File: src/rtl/mem_access_unit.sv
// mem_access_unit: MEM-stage load/store engine with byte-lane steering, load extension and bus timeout.
// Build option MEM_ALIGN_EXC_EN: misaligned halfword/word accesses raise addr_exc instead of a request.
module mem_access_unit #(
  parameter logic [7:0]  OP_LB   = 8'd20,
  parameter logic [7:0]  OP_LBU  = 8'd21,
  parameter logic [7:0]  OP_LH   = 8'd22,
  parameter logic [7:0]  OP_LHU  = 8'd23,
  parameter logic [7:0]  OP_LW   = 8'd24,
  parameter logic [7:0]  OP_SB   = 8'd25,
  parameter logic [7:0]  OP_SH   = 8'd26,
  parameter logic [7:0]  OP_SW   = 8'd27,
  parameter int unsigned TIMEOUT = 16
) (
  input  logic        clk,
  input  logic        rst,
  input  logic        in_valid,
  input  logic        flush,
  input  logic [7:0]  inst_name,
  input  logic [31:0] aluResult,
  input  logic [31:0] readData2,
  input  logic [4:0]  writeDataReg,
  output logic        stall,
  output logic        dmem_req,
  output logic        dmem_we,
  output logic [31:0] dmem_addr,
  output logic [3:0]  dmem_be,
  output logic [31:0] dmem_wdata,
  input  logic        dmem_ack,
  input  logic [31:0] dmem_rdata,
  output logic        wb_valid,
  output logic        wb_we,
  output logic [4:0]  wb_reg,
  output logic [31:0] wb_data,
  output logic        bus_err,
  output logic        addr_exc,
  output logic [31:0] bad_vaddr
);

  localparam int unsigned CNT_W = $clog2(TIMEOUT);
  localparam logic [CNT_W-1:0] CNT_LAST = CNT_W'(TIMEOUT - 1);

  typedef enum logic {IDLE = 1'b0, BUSY = 1'b1} state_t;

  state_t           state;
  logic [CNT_W-1:0] cnt_q;
  logic [7:0]       op_q;
  logic [1:0]       off_q;
  logic [4:0]       reg_q;
  logic             flushed_q;

  logic        is_load_c;
  logic        is_store_c;
  logic        is_mem_c;
  logic        accept_c;
  logic        align_fault_c;
  logic [3:0]  be_c;
  logic [31:0] wdata_c;

  assign stall    = (state == BUSY);
  assign accept_c = (state == IDLE) && in_valid && !flush;

  // Opcode decode and lane steering for the slot being offered
  always_comb begin
    is_load_c  = 1'b0;
    is_store_c = 1'b0;
    be_c       = 4'b0000;
    wdata_c    = 32'h0;
    case (inst_name)
      OP_LB, OP_LBU: begin
        is_load_c = 1'b1;
        be_c      = 4'b0001 << aluResult[1:0];
      end
      OP_LH, OP_LHU: begin
        is_load_c = 1'b1;
        be_c      = aluResult[1] ? 4'b1100 : 4'b0011;
      end
      OP_LW: begin
        is_load_c = 1'b1;
        be_c      = 4'b1111;
      end
      OP_SB: begin
        is_store_c = 1'b1;
        be_c       = 4'b0001 << aluResult[1:0];
        wdata_c    = {4{readData2[7:0]}};
      end
      OP_SH: begin
        is_store_c = 1'b1;
        be_c       = aluResult[1] ? 4'b1100 : 4'b0011;
        wdata_c    = {2{readData2[15:0]}};
      end
      OP_SW: begin
        is_store_c = 1'b1;
        be_c       = 4'b1111;
        wdata_c    = readData2;
      end
      default: ;
    endcase
    is_mem_c = is_load_c | is_store_c;
  end

`ifdef MEM_ALIGN_EXC_EN
  always_comb begin
    align_fault_c = 1'b0;
    if (inst_name == OP_LH || inst_name == OP_LHU || inst_name == OP_SH)
      align_fault_c = aluResult[0];
    else if (inst_name == OP_LW || inst_name == OP_SW)
      align_fault_c = |aluResult[1:0];
  end

  // Exception pulse; faulting address held until the next fault
  always_ff @(posedge clk or negedge rst) begin
    if (!rst) begin
      addr_exc  <= 1'b0;
      bad_vaddr <= 32'h0;
    end else begin
      addr_exc <= accept_c && is_mem_c && align_fault_c;
      if (accept_c && is_mem_c && align_fault_c)
        bad_vaddr <= aluResult;
    end
  end
`else
  assign align_fault_c = 1'b0;
  assign addr_exc      = 1'b0;
  assign bad_vaddr     = 32'h0;
`endif

  function automatic logic [31:0] load_result(input logic [7:0]  op,
                                              input logic [1:0]  off,
                                              input logic [31:0] rd);
    logic [7:0]  b;
    logic [15:0] h;
    b = 8'(rd >> {off, 3'b000});
    h = off[1] ? rd[31:16] : rd[15:0];
    if (op == OP_LB)       return {{24{b[7]}}, b};
    else if (op == OP_LBU) return {24'h0, b};
    else if (op == OP_LH)  return {{16{h[15]}}, h};
    else if (op == OP_LHU) return {16'h0, h};
    else                   return rd;
  endfunction

  // Transaction FSM with registered bus and writeback outputs
  always_ff @(posedge clk or negedge rst) begin
    if (!rst) begin
      state      <= IDLE;
      cnt_q      <= '0;
      op_q       <= 8'h0;
      off_q      <= 2'b00;
      reg_q      <= 5'd0;
      flushed_q  <= 1'b0;
      dmem_req   <= 1'b0;
      dmem_we    <= 1'b0;
      dmem_addr  <= 32'h0;
      dmem_be    <= 4'b0000;
      dmem_wdata <= 32'h0;
      wb_valid   <= 1'b0;
      wb_we      <= 1'b0;
      wb_reg     <= 5'd0;
      wb_data    <= 32'h0;
      bus_err    <= 1'b0;
    end else begin
      bus_err  <= 1'b0;
      wb_valid <= 1'b0;
      wb_we    <= 1'b0;
      wb_reg   <= 5'd0;
      wb_data  <= 32'h0;
      case (state)
        IDLE: begin
          if (accept_c) begin
            if (!is_mem_c) begin
              wb_valid <= 1'b1;
              wb_we    <= (writeDataReg != 5'd0);
              wb_reg   <= writeDataReg;
              wb_data  <= aluResult;
            end else if (!align_fault_c) begin
              state      <= BUSY;
              cnt_q      <= '0;
              op_q       <= inst_name;
              off_q      <= aluResult[1:0];
              reg_q      <= writeDataReg;
              flushed_q  <= 1'b0;
              dmem_req   <= 1'b1;
              dmem_we    <= is_store_c;
              dmem_addr  <= {aluResult[31:2], 2'b00};
              dmem_be    <= be_c;
              dmem_wdata <= wdata_c;
            end
          end
        end
        BUSY: begin
          if (flush)
            flushed_q <= 1'b1;
          if (dmem_ack || cnt_q == CNT_LAST) begin
            state      <= IDLE;
            dmem_req   <= 1'b0;
            dmem_we    <= 1'b0;
            dmem_addr  <= 32'h0;
            dmem_be    <= 4'b0000;
            dmem_wdata <= 32'h0;
          end
          // A completing ack takes priority over the timeout
          if (dmem_ack) begin
            if (!(flushed_q || flush)) begin
              wb_valid <= 1'b1;
              wb_we    <= !dmem_we && (reg_q != 5'd0);
              wb_reg   <= reg_q;
              wb_data  <= dmem_we ? 32'h0 : load_result(op_q, off_q, dmem_rdata);
            end
          end else if (cnt_q == CNT_LAST) begin
            bus_err <= 1'b1;
          end else begin
            cnt_q <= cnt_q + CNT_W'(1);
          end
        end
        default: state <= IDLE;
      endcase
    end
  end

endmodule

File: config.mk
export PLATFORM = sky130hd
export DESIGN_NAME = mem_access_unit
export DESIGN_NICKNAME = d
export VERILOG_FILES = /design/src/rtl/mem_access_unit.sv
export SDC_FILE = /design/constraint.sdc
export NUM_CORES = 1
export LEC_CHECK = 0
export ABC_CLOCK_PERIOD_IN_PS = 2800
export CAP_MARGIN = 10
export CORE_UTILIZATION = 43
export DETAILED_ROUTE_END_ITERATION = 7
export PLACE_DENSITY = 0.88
export SETUP_SLACK_MARGIN = 0.15
export SYNTH_ARGS = -nofsm -noshare
export SYNTH_HDL_FRONTEND = slang
export SYNTH_SLANG_ARGS = --single-unit
File: constraint.sdc
create_clock -name clk -period 2.8 [get_ports clk]
set_input_delay 0.56 -clock clk [delete_from_list [all_inputs] [get_ports clk]]
set_output_delay 0.56 -clock clk [all_outputs]
set_load 0.02 [all_outputs]
==> metrics.md, run 1 <==
| Metric | Value |
|---|---|
| Status | `completed` |
| Ant. Diodes | `0` |
| Worst-Skew Late Latency | `between 400 and 500 ps` |
| Biggest area consumer among synthesized cells | `dfrtp_1` |
| Post-CTS Setup Repair Bufs | `0` |
| Clock slew at reported path FFs | `around 60 ps` |
| Final WL | `~19,000 um` |
| Syn Std Cell Area | `6250 um^2` |
| Most frequent cells in the layout | `clkdlybuf4s50_1 (221), dfrtp_1 (129), nand2_1 (59)` |
| Clk root buf | `clkbuf_16` |
| Largest net degree at the start of global routing | `57` |
| Final Cycle Share | `0.822` |
| Max-cap violations | `0` |
| Die height | `between 100 and 150 um` |
| Pwr Density | `596 nW/um^2` |
| Final ANT Viol Nets | `0` |
| Top cells by area, synth | `dfrtp_1 (52%), a22o_1 (6.0%), buf_4 (4.4%)` |
| Yosys warnings | `0` |
| Top cell type's share of synthesized area | `0.516` |
| Async set or reset register ratio after synthesis | `1.00` |
| GR Util All Layers | `0.257` |
| Finish-stage setup viols | `0` |
| First drt pass iteration count | `5` |
| Hold Fails Final Rpt | `0` |
| Routability cong. | `about 0.83` |
| Max VDD drop | `approximately 0.4 mV` |
| Post-synthesis cell type count | `54` |
| Register area | `between 3000 and 4000 um^2` |
| Initial antenna violation count | `0` |
| Post-synth EDFFs | `0` |
| RSZ-0062 raised after global routing | `false` |
| Reg2Reg Depth | `4` |
| CP cell instances | `clkdlybuf4s50_1 > or4b_4 > or3_1 > or2_1 > o2bb2ai_2` |
| Post-route minimum period | `2300 ps` |
| Area growth syn-to-layout | `47.2%` |
| FP Rows | `43` |
| Cell-internal power | `approximately 0.004 W` |
| Share of layout cells above drive strength 1 | `0.124` |
| Lkg Pwr | `between 3 and 4 nW` |
| Crit Reg-Reg Startpoint | `op_q[5]$_DFFE_PN0P_` |
| Initial DRC count | `around 310` |
| Post-synthesis area per instance | `around 11 um^2` |
| Met3 Track Usage GR | `0.0757` |
| Nets | `slightly above 900` |
| Clock skew | `about 8 ps` |
| Drt drc | `0` |
| Die width | `123 um` |
| Core area | `14,000 um^2` |
| Worst-Margin Slew | `between 600 and 700 ps` |
| WP buf/inv | `1` |
| Setup_tns | `0 ps` |
| CTS buffer count | `17` |
| CTS tree | `yes` |
| Yosys reg bits | `around 130` |
| First-pass GRT wire length | `about 29,000 um` |
| Final worst slack | `between 400 and 500 ps` |
| H-Tree Depth | `4` |
| Hold buffer count at CTS | `0` |
| Logic pwr share | `0.200` |
| Post-layout util | `0.655` |
| Synth Flop Type | `dfrtp_1` |
| Routed WL per cell | `19.0 um` |
| Port Buf Inserts | `about 220` |
| Dpl ws | `roughly 74 ps` |
| Fill cell count | `approximately 1,100` |
| Clk pwr share | `0.411` |
| Critical path's slowest cell | `or4b_4` |
| WP data required | `between 3000 and 4000 ps` |
| Sequential share of the synthesized area | `0.516` |
| Detailed Place HPWL | `around 14,000 um` |
| Finished Cell Area | `a little over 9000 um^2` |
| Multi-input gate area | `around 2700 um^2` |
| Starting density of the core | `0.445` |
| CTS resizes | `0` |
| Sequential power share | `0.389` |
| R2R setup slack | `roughly 570 ps` |
| Total gr overflow | `0` |
| CP endpoint kind | `register` |
| Vias in the first global route | `approximately 5,600` |
| Max Clock Freq | `between 400 and 500 MHz` |
| GR Util met2 | `0.409` |
| Vias per inst | `approximately 5.6` |
| Critical R2R Capture | `wb_data[13]$_DFF_PN0_` |
| Placed instance area | `between 8000 and 9000 um^2` |
| Top flop regs | `dmem_wdata (32), wb_data (32), dmem_addr (30)` |
| Critical path class | `input pin to register` |
| Hold Path Class | `input pin to asynchronous set/reset pin` |
| Number of top-level pins | `roughly 260` |
| CP arrival | `between 2000 and 3000 ps` |
| Sw power | `around 0.0015 W` |
| Family with the most delay on the worst path | `simple AND/OR/NAND/NOR gates` |
| Max Buffers Root-to-Sink | `2` |
| Startpoint class of the critical path | `input pin` |
| Worst rel slew slack | `0.532` |
| Clock sink count | `129` |
| Sw frac | `0.272` |
| Routed vias | `roughly 5,500` |
| Met1 Usage GRT | `0.319` |
| Fin. max-slew vios | `0` |
| Die area | `~15,000 um^2` |
| GR peak layer | `met2` |
| Most common cell after layout, fill and taps aside | `clkdlybuf4s50_1` |
| Post-Synthesis Cells | `between 500 and 600` |
| Largest stage delay on the critical path | `approximately 570 ps` |
| Max FO, Critical Path | `8` |
metal layers:
layer	wire length, um	vias up	share of wire
met4	535	0	0.029
met3	1550	40	0.083
met5	0	-	0
met1	7740	2680	0.41
li1	-	2478	-
met2	8940	281	0.48
cell usage after synthesis (3+ instances only):
master / number
buf_4: 37
dfrtp_1: 129
mux2i_1: 3
a32o_1: 8
clkbuf_1: 26
o2bb2ai_1: 20
a311o_1: 7
nand2b_1: 7
o221ai_1: 7
buf_1: 3
nor2_1: 15
or3_1: 3
inv_1: 14
o2bb2ai_2: 8
a21oi_1: 46
nor2b_1: 5
buf_2: 9
mux2_2: 18
a22o_1: 43
mux4_2: 7
nand2_1: 59
xor2_1: 3
o21ai_0: 39
and2_1: 11
o22ai_1: 8
nand3_1: 4
how the worst max path moves through the flow:
| stage | to | cells after the start | start |
|---|---|---|---|
| finish | dmem_wdata[31]$_DFFE_PN0P_ | 5 | inst_name[5] |
| global route | wb_data[27]$_DFF_PN0_ | 5 | dmem_rdata[31] |
| CTS | dmem_wdata[31]$_DFFE_PN0P_ | 5 | inst_name[5] |
| detailed placement | dmem_wdata[31]$_DFFE_PN0P_ | 5 | inst_name[5] |
| global placement | dmem_wdata[24]$_DFFE_PN0P_ | 5 | inst_name[5] |
| floorplan | dmem_wdata[26]$_DFFE_PN0P_ | 6 | inst_name[5] |
worst register-to-register path: stages (launching register included):
cell,delay [ps]
dfrtp_1,400
or4b_4,580
or3_1,560
nor4_4,420
a311o_1,210
layout make-up:
class,instances,share of cell area
Sequential cell,129,0.351
Clock inverter,14,0.0179
Tap cell,180,0.0245
Inverter,14,0.00571
Timing Repair Buffer,244,0.262
Clock buffer,18,0.0477
Multi-Input combinational cell,387,0.291
logic make-up after synthesis:
logic type,Yosys count,share of synthesized area
AO/OA/AOI/OAI,195,0.231
XOR/XNOR,3,0.00420
adder cells (fa/ha/maj),1,0.00200
buffers and inverters,90,0.0792
flip-flops,129,0.516
multiplexers,28,0.0624
other,1,0.000600
AND/OR/NAND/NOR,125,0.104
power by group through the flow:
stage / Combinational (W) / Sequential (W) / Clock, W
3_3_place_gp: 0.00107 / 0.00216 / 0
4_1_cts: 0.00110 / 0.00214 / 0.00229
6_report: 0.00110 / 0.00214 / 0.00225
5_1_grt: 0.00118 / 0.00215 / 0.00238
2_1_floorplan: 0.000439 / 0.00228 / 0
3_5_place_dp: 0.00109 / 0.00216 / 0
stage by stage:
stage	cells	total power, W	hold WS [ps]
floorplan	606	0.00272	264
global placement	954	0.00323	458
detailed placement	954	0.00326	475
CTS	986	0.00553	115
global route	986	0.00572	131
finish	986	0.00549	92.7
No activity file was read; power rests on OpenSTA's default activity.
==> run 2: changes to the inputs <==
--- a/config.mk
+++ b/config.mk
@@ -5,11 +5,11 @@
 export SDC_FILE = /design/constraint.sdc
 export NUM_CORES = 1
 export LEC_CHECK = 0
-export ABC_CLOCK_PERIOD_IN_PS = 2800
+export ABC_CLOCK_PERIOD_IN_PS = 2050
 export CAP_MARGIN = 10
-export CORE_UTILIZATION = 43
+export CORE_UTILIZATION = 39
 export DETAILED_ROUTE_END_ITERATION = 7
-export PLACE_DENSITY = 0.88
+export PLACE_DENSITY = 0.85
 export SETUP_SLACK_MARGIN = 0.15
 export SYNTH_ARGS = -nofsm -noshare
 export SYNTH_HDL_FRONTEND = slang
==> constraint.sdc (replaced) <==
create_clock -name clk -period 2.05 [get_ports clk]
set_input_delay 0.41 -clock clk [delete_from_list [all_inputs] [get_ports clk]]
set_output_delay 0.41 -clock clk [all_outputs]
set_load 0.02 [all_outputs]
==> metrics.md, run 2 (same netlist as run 1, synthesis figures left out) <==
| Metric | Value |
|---|---|
| Worst-Skew Late Latency | `420 ps` |
| Top flop regs | `dmem_wdata (32), wb_data (32), dmem_addr (30)` |
| CP endpoint kind | `register` |
| R2R setup slack | `between 100 and 150 ps` |
| Most frequent cells in the layout | `clkdlybuf4s50_1 (213), dfrtp_1 (128), nand2_1 (59)` |
| Power, Total | `0.00740 W` |
| Detailed Place HPWL | `approximately 15,000 um` |
| Clock sink count | `129` |
| Most common cell after layout, fill and taps aside | `clkdlybuf4s50_1` |
| Total gr overflow | `0` |
| WP data required | `~2400 ps` |
| Share of layout cells above drive strength 1 | `0.192` |
| Largest net degree at the start of global routing | `55` |
| WHS | `approximately 400 ps` |
| Clock skew | `between 7 and 8 ps` |
| Pwr Density | `around 750 nW/um^2` |
| Final WL | `about 21,000 um` |
| Clk pwr share | `0.386` |
| Sw power | `approximately 0.0021 W` |
| Clk root buf | `clkbuf_16` |
| Routability cong. | `roughly 0.8` |
| Status | `completed` |
| Max Buffers Root-to-Sink | `2` |
| Drt drc | `0` |
| Sequential power share | `0.392` |
| Logic pwr share | `0.223` |
| Startpoint class of the critical path | `register` |
| Fill cell count | `~1,200` |
| Post-layout util | `0.640` |
| Routed vias | `between 5,000 and 6,000` |
| Layout Cells excl Fill | `around 1,100` |
| Routed WL per cell | `a little under 20 um` |
| Worst-Margin Slew | `roughly 530 ps` |
| Fin. max-slew vios | `0` |
| Die width | `around 130 um` |
| Max FO, Critical Path | `5` |
| Lkg Pwr | `roughly 4.4 nW` |
| First drt pass iteration count | `5` |
| Area growth syn-to-layout | `57.9%` |
| CTS buffer count | `17` |
| RSZ-0062 raised after global routing | `true` |
| Initial DRC count | `a little under 500` |
| CP arrival | `between 2000 and 2500 ps` |
| Vias in the first global route | `~5,700` |
| Port Buf Inserts | `between 200 and 250` |
| Ant. Diodes | `0` |
| Hold Path Class | `input pin to register` |
| Max VDD drop | `0.590 mV` |
| Number of top-level pins | `between 200 and 300` |
| Placed cells | `~1,000` |
| Core area | `about 15,000 um^2` |
| Critical path class | `register to register` |
| Vias per inst | `5.38` |
| Cell-internal power | `0.00531 W` |
| Worst rel slew slack | `0.645` |
| Finish-stage setup viols | `0` |
| Clock slew at reported path FFs | `about 60 ps` |
| Starting density of the core | `0.405` |
| Die height | `129 um` |
| Sw frac | `0.282` |
| First-pass GRT wire length | `~30,000 um` |
| Max-cap violations | `0` |
| Post-route minimum period | `slightly below 2000 ps` |
| Max Clock Freq | `roughly 520 MHz` |
| CTS tree | `yes` |
| Die area | `~17,000 um^2` |
| Nets | `between 900 and 1,000` |
| Final ANT Viol Nets | `0` |
| FP Rows | `45` |
| Initial antenna violation count | `0` |
| Final Cycle Share | `0.937` |
| Hold Fails Final Rpt | `0` |
| H-Tree Depth | `4` |
| GR Util All Layers | `0.245` |
## run 2: cell types whose count changed in the layout (fill, tap and decap cells not counted), sizes merged
cell,previous run,this run
dlymetal6s2s,0,3
clkbuf,18,22
bufinv,3,1
clkinv,6,8
clkinvlp,5,2
dlygate4sd3,0,1
buf,23,75
dlygate4sd2,0,5
clkdlybuf4s50,221,213
## run 2: layer usage
metal	routed length (um)	part of all wire	global-route usage	vias up
li1	-	-	-	2590
met1	8010	0.39	0.290	2789
met2	10200	0.49	0.415	331
met3	1930	0.093	0.0773	47
met4	516	0.025	0.0941	0
met5	0	0	0	-
## run 2: cell type report
type,instances,area (um^2),area share
timing repair buffer,298,3010,0.305
clock inverter,11,88.8,0.00900
inverter,14,52.6,0.00532
tap,211,264,0.0267
multi-input combinational,387,2760,0.280
sequential,129,3230,0.327
clock buffer,21,460,0.0466
## run 2: stage by stage
| stage | instance area (um^2) | setup TNS [ps] | setup WS, ps |
|---|---|---|---|
| 2_1_floorplan | 6400 | 0 | 77.9 |
| 3_3_place_gp | 8990 | -21750 | -366 |
| 3_5_place_dp | 8990 | -25620 | -407 |
| 4_1_cts | 9650 | 0 | 112 |
| 5_1_grt | 9870 | 0 | 75.3 |
| 6_report | 9870 | 0 | 129 |
## run 2: critical path, stage by stage, from the launching register on
cell       delay, ps
dfrtp_1          400
or4b_4           530
buf_4            160
a2111oi_4        170
buf_4            190
buf_6            120
a21oi_1           60
o21ai_0          190
## run 2: power by group through the flow
stage                     Clock, W  Sequential, W  Combinational, W
after detailed placement         0        0.00293           0.00159
after floorplan                  0        0.00311          0.000602
final                      0.00285        0.00290           0.00165
after global placement           0        0.00293           0.00156
after global routing       0.00301        0.00292           0.00176
after CTS                  0.00289        0.00289           0.00161
## run 2: what timing repair did
item,in CTS,in global routing
gates cloned,2,3
gates resized for setup,19,36
buffers inserted,2,11
setup endpoints to repair,38,87
hold buffers,1,0
pin swaps,7,3
hold endpoints to repair,50,0
## run 2: final timing paths
kind | start | to | cells after the start
setup reg to reg | op_q[7]$_DFFE_PN0P_ | wb_data[25]$_DFF_PN0_ | 7
min in group asynchronous | rst | wb_data[2]$_DFF_PN0_ | 2
setup / recovery | op_q[7]$_DFFE_PN0P_ | wb_data[25]$_DFF_PN0_ | 7
hold reg to reg | op_q[4]$_DFFE_PN0P_ | op_q[4]$_DFFE_PN0P_ | 1
hold / removal | inst_name[2] | op_q[2]$_DFFE_PN0P_ | 4
max in group asynchronous | rst | dmem_wdata[23]$_DFFE_PN0P_ | 3
